==> src/rtl/mem_access_unit_pkg.sv <==
// ---------------------------------------------------------------------------
// mem_access_unit_pkg : shared types for the memory access unit
// Revision 1.0 : initial release
// ---------------------------------------------------------------------------
`default_nettype none

package mem_access_unit_pkg;

  localparam int MAU_DEF_WIDTH = 16;
  localparam int MAU_DEF_LANES = MAU_DEF_WIDTH / 8;

  typedef enum logic [1:0] {
    MAU_IDLE  = 2'd0,
    MAU_READ  = 2'd1,
    MAU_WRITE = 2'd2,
    MAU_DONE  = 2'd3
  } lc3b_mau_state;

  typedef logic [MAU_DEF_LANES-1:0] lc3b_mem_wmask;

endpackage : mem_access_unit_pkg

`default_nettype wire

==> src/rtl/mem_access_unit_byte_lane.sv <==
// ---------------------------------------------------------------------------
// mem_access_unit_byte_lane : byte replicate / lane enable / lane extract
// Revision 1.0 : initial release
// ---------------------------------------------------------------------------
`default_nettype none

module mem_access_unit_byte_lane
  import mem_access_unit_pkg::*;
#(
  parameter int WIDTH = 16,
  localparam int LANES = WIDTH / 8,
  localparam int LB = $clog2(LANES)
) (
  input  logic [LB-1:0]    wlane_i,
  input  logic [7:0]       wbyte_i,
  input  logic [LB-1:0]    rlane_i,
  input  logic [WIDTH-1:0] rdata_i,
  output logic [WIDTH-1:0] wdata_rep_o,
  output logic [LANES-1:0] be_onehot_o,
  output logic [WIDTH-1:0] rbyte_o
);

  logic [7:0] w_lane_bytes [LANES];

  for (genvar g = 0; g < LANES; g++) begin : g_lane
    assign wdata_rep_o[g*8 +: 8] = wbyte_i;
    assign be_onehot_o[g]        = (wlane_i == LB'(g));
    assign w_lane_bytes[g]       = rdata_i[g*8 +: 8];
  end

  assign rbyte_o = {{(WIDTH-8){1'b0}}, w_lane_bytes[rlane_i]};

endmodule : mem_access_unit_byte_lane

`default_nettype wire

==> src/rtl/mem_access_unit.sv <==
// ---------------------------------------------------------------------------
// mem_access_unit : MAR/MDR owner performing one word/byte access per request
// Revision 1.0 : initial release
// ---------------------------------------------------------------------------
`default_nettype none

module mem_access_unit
  import mem_access_unit_pkg::*;
#(
  parameter int WIDTH   = 16,
  parameter int ADDR_W  = 16,
  parameter int TIMEOUT = 64,
  localparam int LANES  = WIDTH / 8
) (
  input  logic              clk,
  input  logic              rst_n,
  input  logic              req_valid,
  output logic              req_ready,
  input  logic              req_we,
  input  logic              req_byte,
  input  logic [ADDR_W-1:0] req_addr,
  input  logic [WIDTH-1:0]  req_wdata,
  output logic              rsp_valid,
  output logic [WIDTH-1:0]  rsp_data,
  output logic              rsp_err,
  output logic [ADDR_W-1:0] mem_address,
  output logic              mem_read,
  output logic              mem_write,
  output logic [LANES-1:0]  mem_byte_enable,
  output logic [WIDTH-1:0]  mem_wdata,
  input  logic [WIDTH-1:0]  mem_rdata,
  input  logic              mem_resp
);

  localparam int LB    = $clog2(LANES);
  localparam int CNT_W = (TIMEOUT > 1) ? $clog2(TIMEOUT) : 1;
  localparam logic [CNT_W-1:0]  CNT_LAST  = CNT_W'((TIMEOUT > 0) ? TIMEOUT - 1 : 0);
  localparam logic [ADDR_W-1:0] ADDR_MASK = ~ADDR_W'(LANES - 1);

  lc3b_mau_state     state_q, state_d;
  logic              req_ready_q, req_ready_d;
  logic              rsp_valid_q, rsp_valid_d;
  logic [WIDTH-1:0]  rsp_data_q, rsp_data_d;
  logic              rsp_err_q, rsp_err_d;
  logic [ADDR_W-1:0] addr_q, addr_d;
  logic              rd_q, rd_d;
  logic              wr_q, wr_d;
  logic [LANES-1:0]  be_q, be_d;
  logic [WIDTH-1:0]  wdata_q, wdata_d;
  logic              byte_q, byte_d;
  logic [LB-1:0]     lane_q, lane_d;
  logic [CNT_W-1:0]  cnt_q, cnt_d;

  logic [WIDTH-1:0]  w_wdata_rep;
  logic [LANES-1:0]  w_be_onehot;
  logic [WIDTH-1:0]  w_rbyte;

  mem_access_unit_byte_lane #(
    .WIDTH (WIDTH)
  ) u_byte_lane (
    .wlane_i     (req_addr[LB-1:0]),
    .wbyte_i     (req_wdata[7:0]),
    .rlane_i     (lane_q),
    .rdata_i     (mem_rdata),
    .wdata_rep_o (w_wdata_rep),
    .be_onehot_o (w_be_onehot),
    .rbyte_o     (w_rbyte)
  );

  always_comb begin
    state_d     = state_q;
    req_ready_d = req_ready_q;
    rsp_valid_d = 1'b0;
    rsp_data_d  = rsp_data_q;
    rsp_err_d   = rsp_err_q;
    addr_d      = addr_q;
    rd_d        = rd_q;
    wr_d        = wr_q;
    be_d        = be_q;
    wdata_d     = wdata_q;
    byte_d      = byte_q;
    lane_d      = lane_q;
    cnt_d       = cnt_q;

    case (state_q)
      MAU_IDLE: begin
        req_ready_d = 1'b1;
        if (req_valid) begin
          req_ready_d = 1'b0;
          // MAR is always word aligned; the lane is kept for byte reads
          addr_d      = req_addr & ADDR_MASK;
          byte_d      = req_byte;
          lane_d      = req_addr[LB-1:0];
          cnt_d       = '0;
          if (req_we) begin
            state_d = MAU_WRITE;
            wr_d    = 1'b1;
            wdata_d = req_byte ? w_wdata_rep : req_wdata;
            be_d    = req_byte ? w_be_onehot : '1;
          end else begin
            state_d = MAU_READ;
            rd_d    = 1'b1;
            be_d    = '1;
          end
        end
      end

      MAU_READ, MAU_WRITE: begin
        if (mem_resp) begin
          rd_d        = 1'b0;
          wr_d        = 1'b0;
          state_d     = MAU_DONE;
          rsp_valid_d = 1'b1;
          rsp_err_d   = 1'b0;
          if (state_q == MAU_READ) begin
            rsp_data_d = byte_q ? w_rbyte : mem_rdata;
          end
        end else if ((TIMEOUT != 0) && (cnt_q == CNT_LAST)) begin
          rd_d        = 1'b0;
          wr_d        = 1'b0;
          state_d     = MAU_DONE;
          rsp_valid_d = 1'b1;
          rsp_err_d   = 1'b1;
          rsp_data_d  = '0;
        end else begin
          cnt_d = cnt_q + CNT_W'(1);
        end
      end

      MAU_DONE: begin
        state_d     = MAU_IDLE;
        req_ready_d = 1'b1;
        cnt_d       = '0;
      end

      default: begin
        state_d     = MAU_IDLE;
        req_ready_d = 1'b1;
        rd_d        = 1'b0;
        wr_d        = 1'b0;
      end
    endcase
  end

  always_ff @(posedge clk or negedge rst_n) begin
    if (!rst_n) begin
      state_q     <= MAU_IDLE;
      req_ready_q <= 1'b1;
      rsp_valid_q <= 1'b0;
      rsp_data_q  <= '0;
      rsp_err_q   <= 1'b0;
      addr_q      <= '0;
      rd_q        <= 1'b0;
      wr_q        <= 1'b0;
      be_q        <= '0;
      wdata_q     <= '0;
      byte_q      <= 1'b0;
      lane_q      <= '0;
      cnt_q       <= '0;
    end else begin
      state_q     <= state_d;
      req_ready_q <= req_ready_d;
      rsp_valid_q <= rsp_valid_d;
      rsp_data_q  <= rsp_data_d;
      rsp_err_q   <= rsp_err_d;
      addr_q      <= addr_d;
      rd_q        <= rd_d;
      wr_q        <= wr_d;
      be_q        <= be_d;
      wdata_q     <= wdata_d;
      byte_q      <= byte_d;
      lane_q      <= lane_d;
      cnt_q       <= cnt_d;
    end
  end

  assign req_ready       = req_ready_q;
  assign rsp_valid       = rsp_valid_q;
  assign rsp_data        = rsp_data_q;
  assign rsp_err         = rsp_err_q;
  assign mem_address     = addr_q;
  assign mem_read        = rd_q;
  assign mem_write       = wr_q;
  assign mem_byte_enable = be_q;
  assign mem_wdata       = wdata_q;

endmodule : mem_access_unit

`default_nettype wire

==> config.mk <==
export PLATFORM = sky130hd
export DESIGN_NAME = mem_access_unit
export DESIGN_NICKNAME = d
export VERILOG_FILES = /design/src/rtl/mem_access_unit_pkg.sv /design/src/rtl/mem_access_unit_byte_lane.sv /design/src/rtl/mem_access_unit.sv
export SDC_FILE = /design/constraint.sdc
export NUM_CORES = 1
export LEC_CHECK = 0
export ABC_AREA = 1
export BUFFER_PORTS_ARGS = -buffer_cell sky130_fd_sc_hd__buf_2
export CAP_MARGIN = 20
export CORE_MARGIN = 5
export CORE_UTILIZATION = 45
export CTS_CLUSTER_DIAMETER = 100
export DETAILED_ROUTE_END_ITERATION = 6
export PLACE_DENSITY_LB_ADDON = 0.3
export SYNTH_ARGS = -nofsm -noshare
export SYNTH_HDL_FRONTEND = slang
export SYNTH_SLANG_ARGS = --single-unit
==> constraint.sdc <==
create_clock -name clk -period 1.7 [get_ports clk]
set_input_delay 0.085 -clock clk [delete_from_list [all_inputs] [get_ports clk]]
set_output_delay 0.085 -clock clk [all_outputs]
set_load 0.01 [all_outputs]
==> summary.md <==
| Metric | Value |
|---|---|
| RSZ-0062 raised after global routing | `no` |
| Final Power | `6.957 mW` |
| Final period util | `89.46%` |
| Fmax | `0.6576 GHz` |
| Detailed Routing Iterations Pass 1 | `4` |
| H-tree depth | `3` |
| Peak VDD IR | `0.8741 mV` |
| # setup viols final | `0` |
| Commonest non-fill, non-tap cell in the layout | `buf_2` |
| Critical path required time | `1.94 ns` |
| CP Data Arrival Time | `1.76 ns` |
| Diode count | `0` |
| Max incr delay on CP | `0.40 ns` |
| Synth Register Bits | `64` |
| Worst setup margin | `0.1792 ns` |
| First-pass GRT wire length | `11.80 mm` |
| Placer Congestion | `0.7979` |
| Core area | `6386 sq um` |
| Post-DRT Antenna Nets | `0` |
| Fillcell total | `555` |
| MaxCap Viol Count | `0` |
| First-iteration detailed-routing DRC count | `62` |
| CP max FO | `11` |
| Final Max Tran Viols | `0` |
| Worst skew pair latency | `0.33 ns` |
| Clock transition at the registers of the reported paths | `0.06 ns` |
| Fin util | `62.34%` |
| Avg Inst Size Synth | `9.576 sq um` |
| Number of vias per cell | `4.776` |
| Mapped Nets | `367` |
| Layout cells sized above 1 | `40.13%` |
| Yosys top cell area share | `53.28%` |
| Wirelength per Cell | `12.76 um` |
| Yosys warnings | `0` |
| Fin cells | `523` |
| Worst-Margin Slew | `0.6142 ns` |
| Setup bufs post-CTS | `0` |
| Synth area leader | `dfrtp_1` |
| Root Buffer Master | `clkbuf_8` |
| Die area | `8297 sq um` |
| Min-delay worst type | `input port to flip-flop` |
| Placed cells | `487` |
| Crit path launch type | `flip-flop` |
| Worst slack, placed | `0.09430 ns` |
| Setup crit end kind | `flip-flop` |
| Area grow syn2layout | `34.55%` |
| Vias in the first global route | `2,599` |
| Setup TNS | `0 ns` |
| Port bufs | `107` |
| Total GRT Usage | `17.36%` |
| Area occupied by multi-input gates | `1182 sq um` |
| CTS sink count | `64` |
| Die span in x | `91.09 um` |
| FP Rows | `29` |
| Leakage power | `2.048 nW` |
| Outcome | `finished clean` |
| Nets@finish | `499` |
| Io pins | `109` |
| PwrDens | `1747 nW/um^2` |
| Mapped cell area | `2959 sq um` |
| DP HPWL | `4.894 mm` |
| Final hold vios | `0` |
| Pin count of the biggest net entering global routing | `33` |
| Sequential area share after synthesis | `54.16%` |
| Max Clock Skew | `0.008264 ns` |
| Relative slew slack | `59.06%` |
| Cts bufs inserted | `9` |
| Drt total wl | `6.672 mm` |
| Initial Util | `46.34%` |
| Ranking of synthesized cells by area | `dfrtp_1 (53%), nand2_1 (9.9%), mux2_2 (5.3%), o21ai_2 (4.7%), o21ai_0 (3.6%)` |
| Commonest non-fill, non-tap cells in the layout | `buf_2 (107), nand2_1 (78), dfrtp_1 (63)` |
| Initial antenna violation count | `0` |
| Final min period | `1.521 ns` |
| CTS tree | `done` |
| Register Area | `1603 sq um` |
| Clock Path Buffers | `2` |
| Post-Synthesis Cells | `309` |
| Die Ht | `91.09 um` |
| CP cell instances | `inv_1 -> ha_2 -> buf_4 -> nand2_2 -> nand3_2 -> o21ai_0` |
| Via count | `2,498` |
| Yosys cell types | `31` |
| Crit Path Class | `flip-flop to flip-flop` |
| # DRC | `0` |
| Slowest CP cell | `dfrtp_1` |
| Remaining global-route overflow | `0` |
==> where the power goes <==
part	internal, mW	switching [mW]	total (mW)
registers	2.24	0.390	2.63
logic	1.33	1.67	3.01
clock network	0.757	0.559	1.32
total	4.33	2.62	6.96
==> cell usage after synthesis (all sizes together) <==
cell / instances
dfstp: 1
clkbuf: 1
mux2: 16
nand2: 87
nand3: 12
o21a: 1
o21ai: 56
conb: 1
dfrtp: 63
or2: 2
a21oi: 3
nand3b: 1
buf: 13
nor2: 25
nand4: 2
a31oi: 2
inv: 19
ha: 4
==> cell type report <==
type / count / area share, %
Inverter: 19 / 1.791
Timing Repair Buffer: 135 / 20.62
Clock buffer: 12 / 3.897
Multi-Input combinational cell: 212 / 29.70
Sequential cell: 64 / 40.26
Clock inverter: 4 / 1.320
Tap cell: 77 / 2.420
==> worst paths after layout <==
check / depth (start not counted) / from / to / slack, ns
min in group asynchronous: 2 / rst_n / state_q[1]$_DFFE_PN0P_ / 0.31
setup reg to reg: 6 / state_q[0]$_DFFE_PN0P_ / cnt_q[5]$_DFFE_PN0P_ / 0.18
hold reg to reg: 2 / req_ready$_DFFE_PN1P_ / req_ready$_DFFE_PN1P_ / 0.47
max in group asynchronous: 3 / rst_n / cnt_q[0]$_DFFE_PN0P_ / 0.79
setup / recovery: 6 / state_q[0]$_DFFE_PN0P_ / cnt_q[5]$_DFFE_PN0P_ / 0.18
hold / removal: 3 / req_wdata[7] / mem_wdata[7]$_DFFE_PN0P_ / 0.02
==> critical path: cells and delay by family, from the launching register on <==
family                     cells  cell delay, ns
and+or+nand+nor                2            0.34
adders and majority gates      1            0.23
buffers and inverters          2            0.22
DFF                            1            0.40
AOI/OAI and AO/OA              1            0.23
==> flip-flops by register name, indices dropped and copies added, names as in the netlist <==
register and flops:
mem_wdata 16, rsp_data 16, mem_address 15, cnt_q 6, mem_byte_enable 2, state_q 2, byte_q 1, lane_q 1
mem_read 1, mem_write 1, req_ready 1, rsp_err 1, rsp_valid 1
==> stage by stage <==
step           area (sq um)  hold slack (ns)
3_3_place_gp           3571           0.1358
2_1_floorplan          2959          -0.2106
6_report               3981          0.01917
5_1_grt                3981          0.02188
3_5_place_dp           3571           0.1325
4_1_cts                3979         0.001206
==> kinds of logic after synthesis <==
logic type | Yosys count | synth area share, %
compound gates | 62 | 12.68
fa+ha+maj | 4 | 1.691
buf+inv | 33 | 5.962
flops | 64 | 54.16
mux | 16 | 6.089
other cells | 1 | 0.1267
simple gates | 129 | 19.28
==> metal layers <==
layer  share of wire, %  global-route usage, %  vias up  wire length [um]
met5                  0                      0        -                 0
met4                2.2                  7.824        0               150
met3                8.1                  6.116       14               541
met2                 45                  27.40       82              3034
met1                 44                  21.42     1134              2946
li1                   -                      -     1268                 -
==> timing repair <==
action,CTS,global route
hold buffers,20,0
endpoints found under the hold margin,42,0
endpoints found under the setup margin,0,21
resized for setup,0,1
No activity file was read; power rests on OpenSTA's default activity.
